--- src/rtl/conv_window_gen.sv ---
// rtl/conv_window_gen.sv - 3x3 sliding window generator fed by two line buffers
// Shifts one pixel column per strobe and flags complete in-image neighbourhoods.
module conv_window_gen #(
    parameter int IMG_WIDTH  = 8,
    parameter int IMG_HEIGHT = 8,
    parameter int DATA_WIDTH = 8
) (
    input  logic                      clk,
    input  logic                      rst,
    input  logic                      clk_en,
    input  logic [DATA_WIDTH-1:0]     pixel_in,
    input  logic [DATA_WIDTH-1:0]     row1_in,
    input  logic [DATA_WIDTH-1:0]     row2_in,
    output logic [9*DATA_WIDTH-1:0]   window,
    output logic                      window_valid,
    output logic                      frame_done
);

    localparam int CW = $clog2(IMG_WIDTH);
    localparam int RW = $clog2(IMG_HEIGHT);

    logic [DATA_WIDTH-1:0] win_q [9];
    logic [CW-1:0]         col_cnt;
    logic [RW-1:0]         row_cnt;
    logic                  col_last;
    logic                  row_last;

    assign col_last = (col_cnt == CW'(IMG_WIDTH - 1));
    assign row_last = (row_cnt == RW'(IMG_HEIGHT - 1));

    always_ff @(posedge clk) begin
        if (rst) begin
            for (int i = 0; i < 9; i++) begin
                win_q[i] <= '0;
            end
            col_cnt      <= '0;
            row_cnt      <= '0;
            window_valid <= 1'b0;
            frame_done   <= 1'b0;
        end else begin
            // Flags are single-cycle pulses tied to the accept that produced them
            window_valid <= 1'b0;
            frame_done   <= 1'b0;
            if (clk_en) begin
                for (int r = 0; r < 3; r++) begin
                    win_q[3*r]   <= win_q[3*r+1];
                    win_q[3*r+1] <= win_q[3*r+2];
                end
                win_q[2]     <= row2_in;
                win_q[5]     <= row1_in;
                win_q[8]     <= pixel_in;
                window_valid <= (row_cnt >= RW'(2)) && (col_cnt >= CW'(2));
                frame_done   <= row_last && col_last;
                if (col_last) begin
                    col_cnt <= '0;
                    row_cnt <= row_last ? '0 : row_cnt + RW'(1);
                end else begin
                    col_cnt <= col_cnt + CW'(1);
                end
            end
        end
    end

    for (genvar g = 0; g < 9; g++) begin : g_pack
        assign window[DATA_WIDTH*g +: DATA_WIDTH] = win_q[g];
    end

endmodule

--- config.mk ---
export PLATFORM = sky130hd
export DESIGN_NAME = conv_window_gen
export DESIGN_NICKNAME = d
export VERILOG_FILES = /design/src/rtl/conv_window_gen.sv
export SDC_FILE = /design/constraint.sdc
export NUM_CORES = 1
export LEC_CHECK = 0
export ABC_AREA = 1
export CORE_MARGIN = 2
export CORE_UTILIZATION = 60
export CTS_BUF_LIST = sky130_fd_sc_hd__clkbuf_8 sky130_fd_sc_hd__clkbuf_16
export DETAILED_ROUTE_END_ITERATION = 12
export DONT_BUFFER_PORTS = 1
export GPL_ROUTABILITY_DRIVEN = 0
export GPL_TIMING_DRIVEN = 1
export PLACE_DENSITY = 0.76
export SLEW_MARGIN = 25
export SYNTH_ARGS = -nofsm -noshare
export SYNTH_HDL_FRONTEND = slang
export SYNTH_SLANG_ARGS = --single-unit
--- constraint.sdc ---
create_clock -name clk -period 4.24 [get_ports clk]
set_input_delay 0.636 -clock clk [delete_from_list [all_inputs] [get_ports clk]]
set_output_delay 0.636 -clock clk [all_outputs]
set_load 0.005 [all_outputs]
* Word level (Yosys, flattened, before mapping) *
Memory sizes are Yosys's and may differ from the RTL's.
Cells that the tools add are included.

cells by class
  bitwise gates (word level) = 10
  reductions and logical operators = 4
  eq/ne operators = 2
  add/subtract/negate cells = 2
  muxes and demuxes = 16
  order comparisons = 2

operators with widths
  cell                 count
  $mux 8               9
  $or 1x1->1           9
  $add 3x1->3 const B  2
  $eq 3x3->1 const B   2
  $ge 3x2->1 const B   2
  $mux 3               2
  $mux 1               5
  $logic_and 1x1->1    2
  $reduce_and 2->1     1
  $reduce_or 2->1      1
  $not 1->1            1

storage, ports and cells
  memories kept = 1
  memory bits (writable) = 72
  register bits = 8
  input bits = 27

memory list
  name   depth  width  read ports  clocked after Yosys merged registers in  wr ports  RTL line  source
  win_q  9      8      9           0                                        9         22        logic [DATA_WIDTH-1:0] win_q [9];

* Logic depth before layout (Yosys ltp) *
Gate-level depths: netlist of the first run.

  depth after elaboration = 4
  mapped depth = 6
  depth with buffers taken out = 6

* Least setup slack after synthesis of the first run *
Ideal clock, no wire load.

  path type = input -> register
  start point = in clk_en
  end point = mem win_q[0][0], enable pin
  setup time = 0.426 ns
  stages on the path = 2
  arrival time = 2.102 ns
  path slack = 1.712 ns
  buffers on the path = 0
  path through = nor2_1 inv_1

RTL lines
  item         RTL line  source
  from (decl)  10        input logic clk_en,
  to (decl)    22

==> impl_metrics.csv, run 1 <==
group,metric,value,unit
run_status,status,"complete, no violations",
clock_tree,cts_max_path_buffers,2,
drt,dr.pass1.iters,4,
sta,max-slew-margin-rel,41.6,%
floorplanning,die_area,5910,µm²
drt,vias,1669,
sta,tightest_slew,875,ps
global_routing,grt_usage,17.1,%
drt,via_per_inst,4.70,
critical_path,crit_fanout,55,
yosys,synth_seq_cells,80,
critical_path,critPathKind,"primary input to flop",
pwr,internal_power,0.00113,W
drt,drc_errors,0,
yosys,syn_area_per_cell,11.5,µm²
clock_tree,post_cts_buffers,0,
clock_tree,cts_root_buf,"clkbuf_8",
sta,fmax,477,MHz
sta,setup_viol,0,
critical_path,r2r_slack,3010,ps
global_routing,grt_max_degree,57,
worst_hold_path,hp-class,"primary input to flop",
finish,area_delta_synth_final,5.46,%
pwr,p_leak,1.50,nW
worst_hold_path,min_from,"rst",
clock_tree,clock_sinks,80,
critical_path,path_cells,"nor2_1, clkinv_2, buf_4",
clock_tree,cts-hold-fix-buffers,0,
yosys,synth_top_area_cell,"edfxtp_1",
yosys,dominantRegCellSynth,"edfxtp_1",
drt,drt-total-wl,4.75,mm
yosys,ys_async_sr_fraction,0,%
finish,layout-drive-gt1-share,8.42,%
floorplanning,rows,26,
drt,drtIter0Drc,143,
floorplanning,initial_core_util,62.4,%
critical_path,timing.rr.end,"row_cnt[1]",
pwr,clkPwrFrac,29.9,%
sta,fin_hold_ws,382,ps
pwr,p_seq_share,65.9,%
yosys,synth.area.top_cells,"edfxtp_1, inv_1, nor2_1",
yosys,yosysUniqueCellTypes,13,
yosys,synth_nets,308,
yosys,synth.top_cell.area_share,67.8,%
global_routing,antenna_found_initial,0,
clock_tree,numCtsBuffers,9,
global_routing,grt_pass1_wl,7.60,mm
yosys,yosysMostFrequentCell,"inv_1",
clock_tree,postCtsResizedCells,0,
critical_path,reg2reg_depth,6,
sta,period_share,49.5,%
global_routing,overflow,0,
critical_path,cp.arrival,2170,ps
critical_path,critical_path.endpoint_type,"flop",
clock_tree,worstSkewPairLatency,330,ps
floorplanning,core_area,5110,µm²
sta,min_period,2100,ps
finish,nFillCells,390,
global_routing,grt_pass1_vias,1621,
finish,fin_nets,313,
yosys,synthCells,276,
worst_hold_path,whs_path_depth,1,
sta,rsz0062_at_grt,"no",
floorplanning,ios,101,
yosys,synth_edf_count,72,
critical_path,cp-start-kind,"primary input",
sta,final.setup_skew,6.18,ps
critical_path,path_buf_inv,2,
yosys,yosysSeqAreaShare,72.9,%
yosys,yosys_warnings,0,
critical_path,cp_top_family,"buffers and inverters",
critical_path,critPathRequiredTime,4310,ps
drt,ant_nets,0,
pwr,swShare,21.8,%
clock_tree,cts_htree_levels,3,
sta,fin_tns_setup,0,ps
place,dp_hpwl,3.16,mm
drt,wl_per_cell,13.4,µm
critical_path,slowest_stage,"clkinv_2",
yosys,synth_top_cells_by_count,"inv_1, edfxtp_1, nor2_1",
sta,slew_violations,0,
floorplanning,die_h,76.9,µm
worst_hold_path,hold_end,"frame_done",
critical_path,cp_slowest_stage_delay,750,ps
clock_tree,cts_tree,"yes",
place,io_buffer_count,0,
sta,finalHoldViolations,0,
pwr,peakVddDrop,0.267,mV
floorplanning,die_x,76.9,µm
pwr,p_switching,0.000314,W
run,drv_cap,0,
pwr,powerDensity,429,nW/µm²
clock_tree,path_clk_slew,70,ps
pwr,comb_power_share,4.2,%
critical_path,r2r_start,"col_cnt[1]",
finish,antenna_cells,0,
yosys,synth_area,3190,µm²
## kinds of logic (layout without fill, tap and decap cells)
kind of cell | after synthesis | in the layout | synth area share, %
compound gates | 3 | 3 | 0.471
buf+inv | 89 | 98 | 12.2
fa+ha+maj | 5 | 5 | 1.96
flops | 80 | 80 | 72.9
simple gates | 99 | 99 | 12.5
## layout by cell type (no fill, tap or decap)
| cell type | instances |
|---|---|
| a21oi_1 | 1 |
| buf_4 | 2 |
| clkbuf_8 | 9 |
| clkinv_1 | 2 |
| clkinv_2 | 1 |
| dfxtp_1 | 8 |
| edfxtp_1 | 72 |
| ha_1 | 5 |
| inv_1 | 83 |
| inv_2 | 1 |
| nand2_1 | 15 |
| nand2_4 | 1 |
| nor2_1 | 71 |
| nor2_2 | 10 |
| nor3_1 | 2 |
| o21ai_0 | 2 |
## sequential cells by signal, summed over array words and instances (netlist names)
register and cells:
win_q 72, col_cnt 3, row_cnt 3, frame_done 1, window_valid 1
## worst max-delay path by stage
stage / from / end / cells past startpoint
detailed placement: clk_en / win_q[0][9] / 3
global placement: clk_en / win_q[0][8] / 3
floorplan: clk_en / win_q[0][0] / 2
finish: clk_en / win_q[0][28] / 3
CTS: clk_en / win_q[0][28] / 3
global route: clk_en / win_q[0][35] / 3
## metrics by stage
stage	cell area [µm²]	utilization (%)	power, W	std cells	worst slack [ps]
after global placement	3210	62.8	0.00102	340	2030
after CTS	3350	65.7	0.00146	355	2320
after floorplan	3190	-	0.00101	276	1710
final	3360	65.8	0.00144	355	2140
after global routing	3360	65.8	0.00150	355	2020
after detailed placement	3210	62.8	0.00103	340	1970
## per-layer routing
metal	track usage (%)	vias to the layer above	share of wire [%]
met5	0	-	0
met4	8.73	0	1.9
met3	8.94	11	10
met2	26.7	72	49
met1	19.2	750	39
li1	-	836	-
## power groups by stage
stage | registers (W) | logic (W) | clock network, W
3_3_place_gp | 0.000965 | 0.0000575 | 0
6_report | 0.000950 | 0.0000599 | 0.000431
2_1_floorplan | 0.000956 | 0.0000548 | 0
3_5_place_dp | 0.000968 | 0.0000606 | 0
5_1_grt | 0.000955 | 0.0000707 | 0.000476
4_1_cts | 0.000951 | 0.0000609 | 0.000444
## layout make-up
cell class | count | area (µm²) | area share [%]
flip-flops and latches | 80 | 2320 | 69.1
multi-input cells | 107 | 484 | 14.4
inverters | 81 | 305 | 9.08
clock buffers | 9 | 124 | 3.69
well taps | 70 | 87.6 | 2.61
clock inverters | 6 | 22.5 | 0.670
repair buffers | 2 | 15.0 | 0.447
Note: power is estimated with default switching activity, not from simulation.
==> run 2, diff against run 1 <==
==> constraint.sdc (replaced) <==
create_clock -name clk -period 2.15 [get_ports clk]
set_input_delay 0.3225 -clock clk [delete_from_list [all_inputs] [get_ports clk]]
set_output_delay 0.3225 -clock clk [all_outputs]
set_load 0.005 [all_outputs]
==> impl_metrics.csv, run 2 (same netlist as run 1, synthesis figures left out) <==
group,metric,value,unit
place,dp.cells,340,
sta,max-slew-margin-rel,41.2,%
pwr,p_leak,1.51,nW
finish,largest_register_ffs,72,
sta,min_period,1280,ps
drt,dr.pass1.iters,4,
sta,fin_tns_setup,0,ps
floorplanning,die_h,76.9,µm
sta,tightest_slew,883,ps
sta,rsz0062_at_grt,"no",
worst_hold_path,whs_path_depth,1,
clock_tree,cts-hold-fix-buffers,0,
clock_tree,worstSkewPairLatency,330,ps
run,drv_cap,0,
worst_hold_path,hold_end,"frame_done",
critical_path,critical_path.endpoint_type,"flop",
clock_tree,postCtsResizedCells,0,
clock_tree,cts_htree_levels,3,
pwr,peakVddDrop,0.460,mV
drt,ant_nets,0,
finish,top_regs,"win_q x72, col_cnt x3, row_cnt x3",
finish,fin_nets,313,
global_routing,grt_usage,17.0,%
finish,antenna_cells,0,
clock_tree,cts_tree,"yes",
clock_tree,path_clk_slew,80,ps
finish,final_cells,355,
place,dp_hpwl,3.02,mm
sta,fmax,780,MHz
floorplanning,ios,101,
critical_path,critPathRequiredTime,2120,ps
clock_tree,cts_max_path_buffers,2,
critical_path,r2r_slack,930,ps
critical_path,critPathKind,"primary input to flop",
floorplanning,core_area,5110,µm²
global_routing,grt_pass1_wl,7.54,mm
drt,wl_per_cell,13.1,µm
critical_path,cp-start-kind,"primary input",
floorplanning,die_area,5910,µm²
global_routing,grt_max_degree,75,
finish,area_delta_synth_final,7.73,%
drt,drt-total-wl,4.64,mm
critical_path,cp.arrival,1250,ps
critical_path,r2r_start,"col_cnt[0]",
finish,top_register,"win_q",
place,io_buffer_count,0,
run_status,status,"complete, no violations",
clock_tree,post_cts_buffers,0,
pwr,powerDensity,912,nW/µm²
clock_tree,numCtsBuffers,9,
sta,period_share,59.6,%
global_routing,antenna_found_initial,0,
critical_path,timing.rr.end,"row_cnt[1]",
worst_hold_path,min_from,"rst",
drt,vias,1680,
finish,layout-drive-gt1-share,10.5,%
clock_tree,cts_root_buf,"clkbuf_8",
sta,fin_hold_ws,57.9,ps
finish,final_common_cell,"inv_1",
critical_path,crit_fanout,72,
floorplanning,die_x,76.9,µm
drt,drtIter0Drc,132,
finish,layout_common_cells,"inv_1, edfxtp_1, nor2_1",
worst_hold_path,hp-class,"primary input to flop",
drt,drc_errors,0,
global_routing,grt_pass1_vias,1675,
sta,finalHoldViolations,0,
finish,final_area,3430,µm²
sta,slew_violations,0,
place,placed_cell_area,3220,µm²
sta,final.setup_skew,6.37,ps
drt,via_per_inst,4.73,
global_routing,overflow,0,
floorplanning,initial_core_util,62.4,%
clock_tree,clock_sinks,80,
sta,setup_viol,0,
critical_path,reg2reg_depth,6,
floorplanning,rows,26,
## run 2: per-stage QoR
| stage | util [%] | power (W) | setup slack [ps] |
|---|---|---|---|
| after floorplan | - | 0.00199 | 50.9 |
| after global routing | 67.2 | 0.00325 | 784 |
| after detailed placement | 63.1 | 0.00203 | 546 |
| final | 67.2 | 0.00313 | 868 |
| after CTS | 67.2 | 0.00317 | 905 |
| after global placement | 63.1 | 0.00202 | 604 |
## run 2: metal layers
| layer | global-route usage [%] | wire [µm] | part of all wire [%] |
|---|---|---|---|
| met5 | 0 | 0 | 0 |
| met1 | 18.8 | 1810 | 39 |
| met4 | 10.2 | 94 | 2.0 |
| met3 | 8.12 | 432 | 9.3 |
| met2 | 26.8 | 2310 | 50 |
## run 2: worst max-delay path: stages
cell,delay [ps]
nor2_1,310
clkinvlp_4,170
buf_4,370
## run 2: layout make-up
class	count	area [µm²]
Multi-Input combinational cell	107	479
Timing Repair Buffer	2	27.5
Clock inverter	6	85.1
Tap cell	70	87.6
Inverter	81	308
Fill cell	368	1670
Sequential cell	80	2320
Clock buffer	9	124
## run 2: worst max-delay path by stage
stage	start	end	slack, ps	depth (start not counted)
finish	clk_en	win_q[0][65]	870	3
global route	clk_en	win_q[0][31]	780	3
CTS	clk_en	win_q[0][8]	900	3
detailed placement	clk_en	win_q[0][12]	550	3
global placement	clk_en	win_q[0][12]	600	3
floorplan	clk_en	win_q[0][0]	50	2
## run 2: power breakdown
group / total [W] / leakage (nW) / internal (W) / switching, W
logic: 0.000120 / 0.548 / 0.0000334 / 0.0000871
clock network: 0.00114 / 0.101 / 0.000643 / 0.000497
registers: 0.00187 / 0.858 / 0.00180 / 0.0000680
total: 0.00313 / 1.51 / 0.00248 / 0.000652
==> run 3, diff against run 2 <==
==> constraint.sdc (replaced) <==
create_clock -name clk -period 1.2 [get_ports clk]
set_input_delay 0.18 -clock clk [delete_from_list [all_inputs] [get_ports clk]]
set_output_delay 0.18 -clock clk [all_outputs]
set_load 0.005 [all_outputs]
==> impl_metrics.csv, run 3 (same netlist as run 1, synthesis figures left out) <==
group,metric,value,unit
run_status,status,"complete, no violations",
global_routing,grt_max_degree,59,
floorplanning,initial_core_util,62.4,%
finish,area_delta_synth_final,11.9,%
critical_path,critical_path.endpoint_type,"flop",
clock_tree,cts_htree_levels,3,
critical_path,critPathKind,"flop to flop",
finish,largest_register_ffs,72,
pwr,p_leak,1.57,nW
sta,finalHoldViolations,0,
finish,layout_common_cells,"inv_1, edfxtp_1, nor2_1",
sta,tightest_slew,278,ps
finish,final_area,3560,µm²
pwr,powerDensity,1700,nW/µm²
drt,drt-total-wl,4.83,mm
place,io_buffer_count,0,
clock_tree,post_cts_buffers,0,
clock_tree,clock_sinks,80,
finish,layout-drive-gt1-share,12.7,%
finish,multiInputGateArea,500,µm²
worst_hold_path,hp-class,"primary input to flop",
run,drv_cap,0,
critical_path,path_common_cell,"nand2_1",
critical_path,cp-start-kind,"flop",
floorplanning,die_area,5910,µm²
global_routing,grt_pass1_wl,7.49,mm
place,dp_hpwl,3.14,mm
clock_tree,cts_root_buf,"clkbuf_8",
drt,dr.pass1.iters,4,
clock_tree,worstSkewPairLatency,340,ps
drt,drc_errors,0,
clock_tree,cts_max_path_buffers,2,
finish,nFillCells,359,
finish,ff_latch_area,2320,µm²
global_routing,grt_usage,16.8,%
global_routing,grt_pass1_vias,1662,
floorplanning,ios,101,
critical_path,cp.arrival,1380,ps
sta,max-slew-margin-rel,81.5,%
place,placed_cell_area,3260,µm²
global_routing,antenna_found_initial,0,
finish,antenna_cells,0,
critical_path,r2r_start,"col_cnt[1]",
drt,ant_nets,0,
sta,final.setup_skew,4.83,ps
finish,top_regs,"win_q x72, col_cnt x3, row_cnt x3",
finish,top_register,"win_q",
drt,wl_per_cell,13.4,µm
clock_tree,path_clk_slew,80,ps
critical_path,path_cells,"ha_1, ha_2, nand2_4, nand2_1, nand2_1, nor2_1",
drt,vias,1720,
drt,drtIter0Drc,130,
critical_path,cp-startpoint,"col_cnt[1]",
floorplanning,core_area,5110,µm²
critical_path,cp_slowest_stage_delay,360,ps
sta,min_period,1110,ps
finish,fin_nets,318,
sta,setup_viol,0,
sta,period_share,92.7,%
worst_hold_path,min_from,"rst",
critical_path,slowest_stage,"dfxtp_2",
clock_tree,cts_tree,"yes",
drt,via_per_inst,4.76,
clock_tree,numCtsBuffers,9,
floorplanning,die_h,76.9,µm
finish,final_common_cell,"inv_1",
sta,slew_violations,0,
floorplanning,die_x,76.9,µm
critical_path,critPathRequiredTime,1460,ps
finish,fin_util,69.8,%
critical_path,crit_fanout,7,
floorplanning,rows,26,
sta,fmax,899,MHz
pwr,peakVddDrop,0.995,mV
global_routing,overflow,0,
sta,rsz0062_at_grt,"no",
run 3: cell count changes in the layout (fill, tap and decap cells not counted), moves of 2 or more:
cell / change
clkinv_2: -2
dfxtp_2: +2
dlygate4sd3_1: +3
bufinv_16: +2
dfxtp_1: -2
run 3: layer usage:
layer  track usage, %  part of all wire (%)  vias up
met5                0                     0        -
met4             9.45                   1.7        0
met3             8.24                    11        8
met2             27.9                    50       76
met1             17.2                    38      789
li1                 -                     -      847
run 3: worst max-delay path, delay by kind of cell (launching register included):
family,cells,cell delay [ps]
flip-flops,1,360
AND/OR/NAND/NOR,4,320
adder cells (fa/ha/maj),2,360
run 3: cell type report:
cell class / count / share of cell area (%)
flip-flops and latches: 80 / 65.2
multi-input cells: 107 / 14.0
inverters: 81 / 8.63
clock inverters: 7 / 3.79
clock buffers: 9 / 3.47
well taps: 70 / 2.46
repair buffers: 7 / 2.39
run 3: path summary, 6_finish.rpt:
kind	end	slack [ps]	depth (start not counted)
hold / removal	col_cnt[0]	20	3
hold reg to reg	col_cnt[0]	480	2
setup reg to reg	row_cnt[1]	90	6
setup / recovery	row_cnt[1]	90	6
run 3: repair_timing:
action / in CTS / in global routing
pin swaps: 0 / 1
resized for setup: 1 / 5
setup endpoints to repair: 1 / 3
hold buffers: 3 / 0
hold endpoints to repair: 5 / 0
run 3: power breakdown:
group	internal, W	total (W)	switching [W]
logic	0.0000773	0.000237	0.000159
clock network	0.00158	0.00249	0.000910
registers	0.00323	0.00335	0.000122
run 3: through the flow:
step                      worst slack, ps  cells  total power [W]  hold WS (ps)  setup TNS (ps)
after floorplan                      -558    276          0.00357           259          -40190
after global placement               88.4    342          0.00363           262               0
after detailed placement            -37.2    342          0.00365           277           -37.2
after CTS                            8.18    361          0.00612          4.76               0
after global routing                 25.5    361          0.00627          21.8               0
final                                87.7    361          0.00607          17.7               0
